===== src/rtl/kpn_split_stage.sv =====
// kpn_split_stage: fork actor of the KPN demo. Accepts one token per rising
// edge of the divided tick and copies it to two independently handshaked
// output channels. Optional macro SPLIT_PACE_EN enables tick pacing; when it
// is undefined the stage runs at full handshake rate and ignores tick_src.
module kpn_split_stage #(
   parameter int W     = 8,
   parameter int CNT_W = 16
) (
   input  logic             clk_in,
   input  logic             reset,
   input  logic             tick_src,
   input  logic [W-1:0]     in_data,
   input  logic             in_valid,
   output logic             in_ready,
   output logic [W-1:0]     out_a_data,
   output logic             out_a_valid,
   input  logic             out_a_ready,
   output logic [W-1:0]     out_b_data,
   output logic             out_b_valid,
   input  logic             out_b_ready,
   output logic [W-1:0]     last_token,
   output logic [CNT_W-1:0] token_count,
   output logic             tick_lost
);

   localparam logic [1:0] S_WAIT    = 2'd0;
   localparam logic [1:0] S_ACCEPT  = 2'd1;
   localparam logic [1:0] S_DELIVER = 2'd2;

   logic [1:0]       r_state;
   logic [W-1:0]     r_token;
   logic [W-1:0]     r_last;
   logic             r_a_busy;
   logic             r_b_busy;
   logic [CNT_W-1:0] r_count;
   logic             w_go;
   logic             w_a_left;
   logic             w_b_left;

`ifdef SPLIT_PACE_EN
   logic r_tick_q;
   logic r_pending;
   logic r_tick_lost;
   logic w_edge;

   // Register the divided clock; resetting high hides a tick already high at release.
   always_ff @(posedge clk_in) begin
      if (reset) r_tick_q <= 1'b1;
      else       r_tick_q <= tick_src;
   end

   assign w_edge = tick_src & ~r_tick_q;
   assign w_go   = r_pending | w_edge;

   // One-deep tick buffer; an edge arriving while one is already held is dropped.
   always_ff @(posedge clk_in) begin
      if (reset) begin
         r_pending   <= 1'b0;
         r_tick_lost <= 1'b0;
      end else begin
         if (w_edge && r_pending) r_tick_lost <= 1'b1;
         if ((r_state == S_WAIT) && w_go) r_pending <= 1'b0;
         else if (w_edge)                 r_pending <= 1'b1;
      end
   end

   assign tick_lost = r_tick_lost;
`else
   logic w_unused_tick;

   assign w_unused_tick = tick_src;
   assign w_go          = 1'b1;
   assign tick_lost     = 1'b0;
`endif

   assign w_a_left = r_a_busy & ~out_a_ready;
   assign w_b_left = r_b_busy & ~out_b_ready;

   // Sequencer: wait for a tick, take one token, hold it until both ports took it.
   always_ff @(posedge clk_in) begin
      if (reset) begin
         r_state  <= S_WAIT;
         r_token  <= '0;
         r_last   <= '0;
         r_a_busy <= 1'b0;
         r_b_busy <= 1'b0;
         r_count  <= '0;
      end else begin
         case (r_state)
            S_WAIT: begin
               if (w_go) r_state <= S_ACCEPT;
            end
            S_ACCEPT: begin
               if (in_valid) begin
                  r_token  <= in_data;
                  r_last   <= in_data;
                  r_a_busy <= 1'b1;
                  r_b_busy <= 1'b1;
                  r_state  <= S_DELIVER;
               end
            end
            S_DELIVER: begin
               r_a_busy <= w_a_left;
               r_b_busy <= w_b_left;
               if (!w_a_left && !w_b_left) begin
                  r_count <= r_count + CNT_W'(1);
                  r_state <= S_WAIT;
               end
            end
            default: r_state <= S_WAIT;
         endcase
      end
   end

   assign in_ready    = (r_state == S_ACCEPT);
   assign out_a_valid = r_a_busy;
   assign out_b_valid = r_b_busy;
   assign out_a_data  = r_token;
   assign out_b_data  = r_token;
   assign last_token  = r_last;
   assign token_count = r_count;

endmodule


===== config.mk =====
export PLATFORM = sky130hd
export DESIGN_NAME = kpn_split_stage
export DESIGN_NICKNAME = d
export VERILOG_FILES = /design/src/rtl/kpn_split_stage.sv
export SDC_FILE = /design/constraint.sdc
export NUM_CORES = 1
export LEC_CHECK = 0
export BUFFER_PORTS_ARGS = -buffer_cell sky130_fd_sc_hd__buf_2
export CORE_ASPECT_RATIO = 2
export CORE_MARGIN = 2
export CORE_UTILIZATION = 50
export CTS_CLUSTER_SIZE = 40
export DETAILED_ROUTE_END_ITERATION = 8
export PLACE_DENSITY = 0.83
export SLEW_MARGIN = 20
export SYNTH_ARGS = -nofsm -noshare
export SYNTH_HDL_FRONTEND = slang
export SYNTH_SLANG_ARGS = --single-unit

===== constraint.sdc =====
create_clock -name clk_in -period 3.8 [get_ports clk_in]
set_input_delay 0.76 -clock clk_in [delete_from_list [all_inputs] [get_ports clk_in]]
set_output_delay 0.76 -clock clk_in [all_outputs]
set_load 0.01 [all_outputs]

# After elaboration in Yosys (flattened, before gate mapping)
# Index checks and enable logic that the tools add are counted.
# Widths: inputs -> output; s select.
[word_totals]
output_inout_bits = 44
reg_bits = 28
inputBits = 14
[classes]
muxes = 6
reduce_logical = 9
n_eq_ne = 4
bitwise_logic = 4
n_addsub = 1
[ops]
columns = ["cell", "count"]
rows = [
  ["$add 16x1->16 const B", 1],
  ["$reduce_and 2->1", 4],
  ["$pmux 2 s3", 1],
  ["$mux 2", 2],
  ["$ne 2x2->1 const B", 2],
  ["$pmux 1 s2", 2],
  ["$and 1x1->1", 2],
  ["$eq 2x1->1 const B", 1],
  ["$eq 2x2->1 const B", 1],
  ["$logic_not 1->1", 2],
  ["$logic_not 2->1", 1],
  ["$not 1->1", 2],
  ["$reduce_bool 2->1", 1],
  ["$logic_and 1x1->1", 1],
  ["$mux 1", 1],
]

# Depth between registers and ports, before layout
# Gate-level depths: netlist (run 1).
[depth]
depth_word = 6
ltp_mapped = 5
ltp_nobuf = 5

# Worst setup path before layout (run 1)
# OpenSTA, ideal clock, no wires.
[synth_path]
kind = "in2reg"
from = "in out_b_ready"
to = "reg r_count[15], in the netlist token_count[15]"
setup_slack_ns = 1.711
setup_time_ns = 0.070
arrival_time_ns = 2.018
path_stages = 5
n_path_buf = 1
cell_sequence = "and2b_4 > or3_1 > buf_2 > or4_1 > a21oi_1"
[synth_via]
elab_chain_len = 5
[synth_rtl]
columns = ["element", "line", "text"]
rows = [
  ["start: declaration", "20", "input logic out_b_ready,"],
  ["$not 1->1", "77", "assign w_b_left = r_b_busy & ~out_b_ready;"],
  ["$and 1x1->1", "77", ""],
  ["$logic_not 1->1", "105", "if (!w_a_left && !w_b_left) begin"],
  ["$logic_and 1x1->1", "105", ""],
  ["$reduce_and 2->1 (no source line)", "--", ""],
  ["end signal: assignment", "106", "r_count <= r_count + CNT_W'(1);"],
  ["end: declaration", "35", "logic [CNT_W-1:0] r_count;"],
]
# Every way passes these cells.
# A chain may end at the register's enable or synchronous reset.

# Worst setup path after layout (run 1)
[layout_path]
from = "in out_a_ready"
to = "reg r_count[15], in the netlist token_count[15]"
[layout_via]
elab_chain_len = 5
[layout_rtl]
columns = ["element", "line", "text"]
rows = [
  ["start: declaration", "17", "input logic out_a_ready,"],
  ["$not 1->1", "76", "assign w_a_left = r_a_busy & ~out_a_ready;"],
  ["$and 1x1->1", "76", ""],
  ["$logic_not 1->1", "105", ""],
  ["$logic_and 1x1->1", "105", ""],
  ["$reduce_and 2->1 (no source line)", "--", ""],
]
# Every way passes these cells.

==> results of run 1 <==
==> Yosys cell counts (2+ instances only) <==
| cell | number | area, um2 |
|---|---|---|
| nor2_1 | 7 | 26.28 |
| nand3_1 | 13 | 65.06 |
| a21oi_1 | 20 | 100.1 |
| and4_1 | 2 | 17.52 |
| nor4_1 | 2 | 12.51 |
| buf_4 | 17 | 127.6 |
| nand2b_1 | 2 | 12.51 |
| nand2_1 | 17 | 63.81 |
| or3_1 | 4 | 25.02 |
| clkbuf_1 | 5 | 18.77 |
| dfxtp_1 | 28 | 560.5 |
| o31ai_1 | 6 | 45.04 |
| nand4_1 | 3 | 18.77 |
| o21ai_0 | 6 | 30.03 |
| xnor2_1 | 5 | 43.79 |
| inv_1 | 2 | 7.510 |
| or4_1 | 6 | 45.04 |
| and2b_1 | 3 | 22.52 |
==> where the power goes <==
part | leakage [nW] | internal [mW] | switching, mW
Combinational | 0.423 | 0.0234 | 0.0311
Sequential | 0.227 | 0.301 | 0.0106
Clock | 0.0216 | 0.0711 | 0.0863
Total | 0.672 | 0.396 | 0.128
==> layout make-up <==
| type | count | area (um2) |
|---|---|---|
| Clock buffer | 3 | 41.29 |
| Fill cell | 250 | 1031 |
| Inverter | 2 | 7.507 |
| Multi-Input combinational cell | 107 | 619.3 |
| Sequential cell | 28 | 560.5 |
| Tap cell | 28 | 35.03 |
| Timing Repair Buffer | 55 | 275.3 |
==> flip-flops by register name, summed over array words and instances (netlist names) <==
signal and count:
token_count 16, last_token 8, r_state 2, out_a_valid 1, out_b_valid 1
==> layer usage <==
layer  GRT usage  wire, um
met5           0         0
met4      0.1167        77
met3     0.02890       116
met2      0.3730      1716
met1      0.2361      1121
==> cell families after synthesis <==
logic type | after synthesis | synth area share
simple gates | 65 | 0.2665
compound gates | 33 | 0.1361
flops | 28 | 0.4175
buf+inv | 26 | 0.1212
xor+xnor | 6 | 0.03914
fa+ha+maj | 1 | 0.009318
other cells | 1 | 0.002793
mux | 1 | 0.007456
==> critical path, stage by stage <==
cell and delay, ns:
buf_2 0.10, and2b_1 0.22, or3_1 0.50, or4_1 0.50, a21oi_1 0.14
==> stage by stage <==
stage	hold slack (ns)	std cells	util	instance area [um2]
6_report	0.4775	223	0.5988	1539
5_1_grt	0.5073	223	0.5988	1539
4_1_cts	0.4818	223	0.5988	1539
3_5_place_dp	0.4692	220	0.5828	1498
3_3_place_gp	0.4610	220	0.5828	1498
2_1_floorplan	0.4879	161	-	1343
==> worst max path at each step <==
stage                                        end  slack (ns)  cells after the start
finish              token_count[15]$_SDFFE_PP0P_        1.78                      5
detailed placement  token_count[15]$_SDFFE_PP0P_        1.50                      5
floorplan           token_count[15]$_SDFFE_PP0P_        1.71                      5
CTS                 token_count[15]$_SDFFE_PP0P_        1.79                      5
global placement    token_count[15]$_SDFFE_PP0P_        1.55                      5
global route        token_count[15]$_SDFFE_PP0P_        1.65                      4
==> flow_metrics.py, run 1 <==
metrics = {
    "clocking": {
        "numCtsBuffers": 3,
        "ctsResizeCount": 0,
        "clock_sinks": 28,
        "cts_tree": "yes",
        "cts_hold_buf": 0,
        "clk_latency_ns": 0.27,
        "cts_setup_buffers": 0,
        "clk_root_buffer_cell": "clkbuf_8",
        "clockBufferDepth": 2,
        "htree_num_levels": 1,
        "clk_pin_slew_ns": 0.09,
    },
    "route": {
        "drc": 0,
        "drt-vias-per-instance": 5.637,
        "drtAntennaViolNets": 0,
        "route.vias.total": 1257,
        "firstDrtPassIters": 4,
        "wl_mm": 3.031,
        "wl_per_cell_um": 13.59,
        "first_iter_violations": 35,
    },
    "setup_path": {
        "r2r_slack_ns": 1.80,
        "worst_r2r_endpoint": "token_count[15]$_SDFFE_PP0P_",
        "worstReg2RegStart": "r_state[0]$_SDFFE_PP0P_",
        "worstPathArrival_ns": 2.22,
        "r2r_cells": 4,
        "cp-end-kind": "register",
        "required_ns": 4.00,
        "crit_type": "primary input to register",
        "path_max_fanout": 10,
        "crit_path_start": "out_a_ready",
        "cp-start-kind": "primary input",
    },
    "floorplan": {
        "die_x_um": 40.64,
        "start_util": 0.5224,
        "die_h_um": 77.28,
        "io_pins": 58,
        "coreArea_mm2": 0.002570,
        "num_rows": 26,
        "dieArea_mm2": 0.003141,
    },
    "synthesis": {
        "syn-cell-area_mm2": 0.001343,
        "avgSynthCellArea_um2": 8.339,
        "synth_seq_area_share": 0.4175,
        "synth_flop_cell": "dfxtp_1",
        "synth_edf_count": 0,
        "yosys_warnings": 0,
        "async_reset_ff_frac": 0,
        "synth_fp_nets": 176,
        "synth.distinct_cells": 31,
        "syn_inst": 161,
        "synth_seq_cells": 28,
    },
    "finish": {
        "nNetsFinal": 212,
        "diodes": 0,
        "drive_gt1_frac": 0.3026,
        "mostFrequentLayoutCell": "buf_2",
        "syn_to_final_growth_pct": 14.63,
        "final_cell_mix": "55 x buf_2, 28 x dfxtp_1, 20 x a21oi_1, 17 x nand2_1, 13 x nand3_1",
    },
    "placed_design": {
        "dp_hpwl_mm": 2.314,
        "gp_congestion": 0.7827,
        "place.port_buffers": 55,
        "post-place-ws_ns": 1.504,
    },
    "power": {
        "fin_total_pwr_mw": 0.5235,
        "p_leak_nw": 0.6720,
        "ir_drop_uv": 257.5,
        "p_per_area_mw_per_mm2": 340.2,
    },
    "job": {
        "cap_violations": 0,
    },
    "global_route": {
        "grt_max_degree": 29,
        "gr-total-overflow": 0,
        "track_usage": 0.2191,
        "grt_pass1_vias": 1190,
        "grt_pass1_wl_mm": 5.043,
        "antenna_found_initial": 0,
    },
    "worst_hold_path": {
        "hp-class": "register to register",
        "hp-start": "last_token[4]$_SDFFE_PP0P_",
        "worstHoldEndpoint": "last_token[4]$_SDFFE_PP0P_",
        "holdPathStages": 2,
    },
    "timing": {
        "fmax_mhz": 495.5,
        "timing.setup.tns_ns": 0,
        "min_period_over_period": 0.5311,
        "rsz0062_at_grt": "false",
        "worst_slack_ns": 1.782,
        "hold_violations": 0,
        "min_period_ns": 2.018,
        "setup_viol": 0,
        "fin_skew_ns": 0.002968,
        "drv_slew": 0,
    },
    "status": {
        "status": "finished clean",
    },
}
Note: power is estimated with default switching activity, not from simulation.
==> inputs of run 2 (changes only) <==
Settings changed: CORE_UTILIZATION 50 to 46, PLACE_DENSITY 0.83 to 0.78.
Clock period 3.8 ns to 2.1 ns, I/O delays scaled along.
==> run 2 against run 1 <==
Compared with the run above:
- sequential cell count unchanged
- total power is 81% higher
- sequential power grew 79%
- combinational power up 99%
- wire length decreased by 3.3%
- cell area is 1.5% higher
- global-route usage shrank 4.5 points
- clock-buffer cell count stayed put
- final cell count up 1.8%
- largest cell class unchanged
- highest routed layer unchanged
==> flow_metrics.py, run 2 (same netlist as run 1, synthesis figures left out) <==
metrics = {
    "status": {
        "status": "finished clean",
    },
    "global_route": {
        "gr-total-overflow": 0,
        "antenna_found_initial": 0,
        "grt_max_degree": 29,
        "track_usage": 0.1738,
        "grt_pass1_wl_mm": 4.650,
        "grt_pass1_vias": 1107,
    },
    "route": {
        "first_iter_violations": 38,
        "drc": 0,
        "drtAntennaViolNets": 0,
        "wl_mm": 2.931,
        "wl_per_cell_um": 12.91,
        "drt-vias-per-instance": 5.599,
        "route.vias.total": 1271,
        "firstDrtPassIters": 4,
    },
    "floorplan": {
        "dieArea_mm2": 0.003393,
        "die_x_um": 42.20,
        "coreArea_mm2": 0.002770,
        "num_rows": 27,
        "die_h_um": 80.40,
        "start_util": 0.4846,
        "io_pins": 58,
    },
    "finish": {
        "largest_reg_flops": 16,
        "final_cell_mix": "55 x buf_2, 28 x dfxtp_1, 20 x a21oi_1, 17 x nand2_1, 13 x nand3_1",
        "finish.utilization": 0.5641,
        "mostFrequentLayoutCell": "buf_2",
        "syn_to_final_growth_pct": 16.40,
        "drive_gt1_frac": 0.3131,
        "diodes": 0,
        "final_cells": 227,
        "nNetsFinal": 215,
        "fill_cells": 287,
    },
    "clocking": {
        "clockBufferDepth": 2,
        "numCtsBuffers": 3,
        "clk_root_buffer_cell": "clkbuf_8",
        "clk_pin_slew_ns": 0.09,
        "ctsResizeCount": 0,
        "cts_tree": "yes",
        "htree_num_levels": 1,
        "cts_setup_buffers": 0,
        "clock_sinks": 28,
        "cts_hold_buf": 0,
        "clk_latency_ns": 0.27,
    },
    "setup_path": {
        "cp_slowest_stage_delay_ns": 0.57,
        "crit_buf_inv": 0,
        "cp-end-kind": "register",
        "r2r_slack_ns": 0.25,
        "worst_r2r_endpoint": "token_count[14]$_SDFFE_PP0P_",
        "required_ns": 2.30,
        "worstPathArrival_ns": 2.05,
        "slowest_stage": "or4_1",
        "crit_type": "register to register",
        "path_max_fanout": 9,
        "r2r_cells": 5,
        "critPathTopFamily": "simple AND/OR/NAND/NOR gates",
        "path_cells": "ha_1, and3b_1, nand3_1, or4_1, a21oi_1",
        "worstReg2RegStart": "token_count[0]$_SDFFE_PP0P_",
        "cp-start-kind": "register",
    },
    "timing": {
        "tightest_slew_ns": 0.5270,
        "setup_viol": 0,
        "timing.setup.tns_ns": 0,
        "fmax_mhz": 542.0,
        "hold_violations": 0,
        "min_period_over_period": 0.8786,
        "fin_skew_ns": 0.001640,
        "rsz0062_at_grt": "false",
        "worst_slack_ns": 0.2549,
        "slew_headroom": 0.6487,
        "min_period_ns": 1.845,
        "drv_slew": 0,
    },
    "power": {
        "ir_drop_uv": 390.8,
        "p_leak_nw": 0.6865,
        "p_per_area_mw_per_mm2": 606.3,
    },
    "job": {
        "cap_violations": 0,
    },
    "placed_design": {
        "place.port_buffers": 55,
        "gp_congestion": 0.7877,
        "dp.cells": 224,
        "dp_hpwl_mm": 2.131,
        "post-place-ws_ns": 0.1451,
    },
    "worst_hold_path": {
        "hp-start": "in_valid",
        "holdPathStages": 2,
        "hp-class": "primary input to register",
        "worstHoldEndpoint": "r_state[0]$_SDFFE_PP0P_",
    },
}
## run 2: cell count changes in the layout (fill, tap and decap cells not counted)
cell | previous run | this run
buf_4 | 0 | 3
## run 2: final cells by class
cell class	instances	area, um2	share of cell area
tap	29	36.28	0.02322
sequential	28	560.5	0.3587
timing repair buffer	58	297.8	0.1906
clock buffer	3	41.29	0.02642
inverter	2	7.507	0.004804
multi-input combinational	107	619.3	0.3963
## run 2: metrics by stage
step	power, mW	area [um2]	hold slack, ns
floorplan	0.6482	1343	0.4879
global placement	0.6762	1521	0.4628
detailed placement	0.6787	1521	0.4681
CTS	0.9575	1563	0.3451
global route	0.9849	1563	0.3426
finish	0.9475	1563	0.3529
## run 2: how the worst max path moves through the flow
stage,start,endpoint,slack (ns),cells after the start
after floorplan,out_b_ready,token_count[15]$_SDFFE_PP0P_,0.35,5
after global placement,out_a_ready,token_count[15]$_SDFFE_PP0P_,0.20,5
after detailed placement,out_b_ready,token_count[15]$_SDFFE_PP0P_,0.15,5
after CTS,token_count[0]$_SDFFE_PP0P_,token_count[12]$_SDFFE_PP0P_,0.26,5
after global routing,token_count[0]$_SDFFE_PP0P_,token_count[12]$_SDFFE_PP0P_,0.09,5
final,token_count[0]$_SDFFE_PP0P_,token_count[14]$_SDFFE_PP0P_,0.25,5
## run 2: worst register-to-register path, delay by kind of cell (launching register included)
kind | cells | cell delay [ns]
fa+ha+maj | 1 | 0.17
compound gates | 1 | 0.15
flops | 1 | 0.40
simple gates | 3 | 1.06
## run 2: per-layer routing
metal,global-route usage,share of wire,vias up
met5,0,0,-
met4,0.08125,0.028,0
met3,0.02472,0.048,8
met2,0.3246,0.53,42
met1,0.1841,0.39,596
li1,-,-,625
## run 2: report_power, final
part	total (mW)	switching [mW]	leakage (nW)	internal, mW
clock	0.281	0.153	0.0216	0.129
combinational	0.108	0.0631	0.438	0.0452
sequential	0.558	0.0130	0.227	0.545
total	0.947	0.229	0.686	0.719
==> inputs of run 3 (changes only) <==
Settings changed: BUFFER_PORTS_ARGS -buffer_cell sky130_fd_sc_hd__buf_2 to -buffer_cell sky130_fd_sc_hd__buf_4.
Clock period 2.1 ns to 1.7 ns, I/O delays scaled along.
==> run 3 against run 2 <==
Compared with the run above:
- combinational power up 76%
- largest power group unchanged
- register-to-register slack got worse by 0.24 ns
- largest cell class unchanged
- highest routed layer unchanged
- clock skew grew 0.0094 ns
- sequential cell count unchanged
==> flow_metrics.py, run 3 (same netlist as run 1, synthesis figures left out) <==
metrics = {
    "status": {
        "status": "finished clean",
    },
    "clocking": {
        "clk_root_buffer_cell": "clkbuf_8",
        "clock_sinks": 28,
        "clockBufferDepth": 2,
        "numCtsBuffers": 3,
        "clk_latency_ns": 0.29,
        "htree_num_levels": 1,
        "cts_tree": "yes",
        "clk_pin_slew_ns": 0.10,
    },
    "floorplan": {
        "start_util": 0.4846,
        "num_rows": 27,
        "coreArea_mm2": 0.002770,
        "dieArea_mm2": 0.003393,
        "die_x_um": 42.20,
        "die_h_um": 80.40,
        "io_pins": 58,
    },
    "finish": {
        "nNetsFinal": 234,
        "final_cell_mix": "77 x buf_4, 25 x dfxtp_1, 18 x a21oi_1, 17 x nand2_1, 12 x nand3_1",
        "final_area_mm2": 0.001917,
        "largest_reg_flops": 16,
        "fill_cells": 222,
        "finish.utilization": 0.6920,
        "final_cells": 247,
        "syn_to_final_growth_pct": 42.78,
        "drive_gt1_frac": 0.4266,
        "mostFrequentLayoutCell": "buf_4",
        "diodes": 0,
    },
    "setup_path": {
        "cp-start-kind": "register",
        "crit_buf_inv": 1,
        "critPathTopFamily": "simple AND/OR/NAND/NOR gates",
        "path_cells": "nand4b_1, or3_4, buf_4, or3_4, a21oi_2",
        "crit_path_frequent_cell": "or3_4",
        "path_max_fanout": 8,
        "worstReg2RegStart": "r_state[0]$_SDFFE_PP0P_",
        "worstPathArrival_ns": 1.91,
        "cp_slowest_stage_delay_ns": 0.46,
        "crit_path_start": "r_state[0]$_SDFFE_PP0P_",
        "cp-end-kind": "register",
        "required_ns": 1.93,
        "slowest_stage": "or3_4",
        "crit_type": "register to register",
    },
    "timing": {
        "min_period_over_period": 0.9899,
        "fmax_mhz": 594.2,
        "setup_viol": 0,
        "worst_slack_ns": 0.01710,
        "holdWs_ns": 0.2287,
        "hold_violations": 0,
        "timing.setup.tns_ns": 0,
        "min_period_ns": 1.683,
        "drv_slew": 0,
        "fin_skew_ns": 0.01104,
    },
    "route": {
        "drt-vias-per-instance": 5.623,
        "drtAntennaViolNets": 0,
        "m1WireLength_mm": 1.290,
        "drc": 0,
        "wl_mm": 3.711,
        "wl_met2_mm": 2.169,
        "wl_per_cell_um": 15.02,
        "first_iter_violations": 37,
        "route.vias.total": 1389,
        "met3WireLength_um": 193,
        "top_layer": "met4",
        "firstDrtPassIters": 4,
    },
    "global_route": {
        "grt_pass1_wl_mm": 5.761,
        "antenna_found_initial": 0,
        "gr-total-overflow": 0,
        "grt_max_degree": 29,
        "grt_pass1_vias": 1287,
        "track_usage": 0.2185,
    },
    "placed_design": {
        "post-place-ws_ns": -0.09130,
        "dp.cells": 242,
        "gp_congestion": 0.8045,
        "placed_area_mm2": 0.001794,
        "place.port_buffers": 55,
        "dp_hpwl_mm": 2.596,
    },
    "worst_hold_path": {
        "hp-start": "in_valid",
        "hp-class": "primary input to register",
    },
    "job": {
        "cap_violations": 0,
    },
    "power": {
        "ir_drop_uv": 631.3,
        "p_leak_nw": 0.8098,
        "fin_total_pwr_mw": 1.409,
        "p_per_area_mw_per_mm2": 735.3,
    },
}
[run 3: cell types whose count changed in the layout (fill, tap and decap cells not counted), sizes merged]
cell / delta
buf: +19
bufinv: +1
[run 3: timing repair]
item                       CTS  global route
buffers inserted             0             1
setup endpoints to repair    3             7
gates resized for setup      1            11
hold buffers                 0             0
pin swaps                    0             4
[run 3: worst paths after layout]
kind	endpoint	slack, ns	cells after the start
worst max-delay path	token_count[7]$_SDFFE_PP0P_	0.02	5
worst min-delay path	r_state[0]$_SDFFE_PP0P_	0.23	2
worst max register to register	token_count[7]$_SDFFE_PP0P_	0.02	5
worst min register to register	last_token[6]$_SDFFE_PP0P_	0.50	2
[run 3: worst register-to-register path, stage by stage (launching register included)]
cell	delay, ns
dfxtp_2	0.35
nand4b_1	0.21
or3_4	0.46
buf_4	0.16
or3_4	0.33
a21oi_2	0.13
[run 3: power by group]
part	switching (mW)	leakage, nW	internal (mW)
Sequential	0.0155	0.228	0.674
Combinational	0.0934	0.546	0.0965
Clock	0.214	0.0357	0.316
[run 3: cell type report]
cell class              instances  area (um2)  area share
clock buffers                   3       41.29     0.02154
clock inverters                 1       30.03     0.01567
inverters                       2       7.507    0.003916
multi-input cells             107       659.4      0.3440
flip-flops and latches         28       564.3      0.2944
well taps                      29       36.28     0.01893
repair buffers                 77       578.1      0.3016
[run 3: metal layers]
layer	global-route usage	up-vias
met5	0	-
met4	0.09063	0
met3	0.02921	4
met2	0.4138	46
met1	0.2331	676
li1	-	663
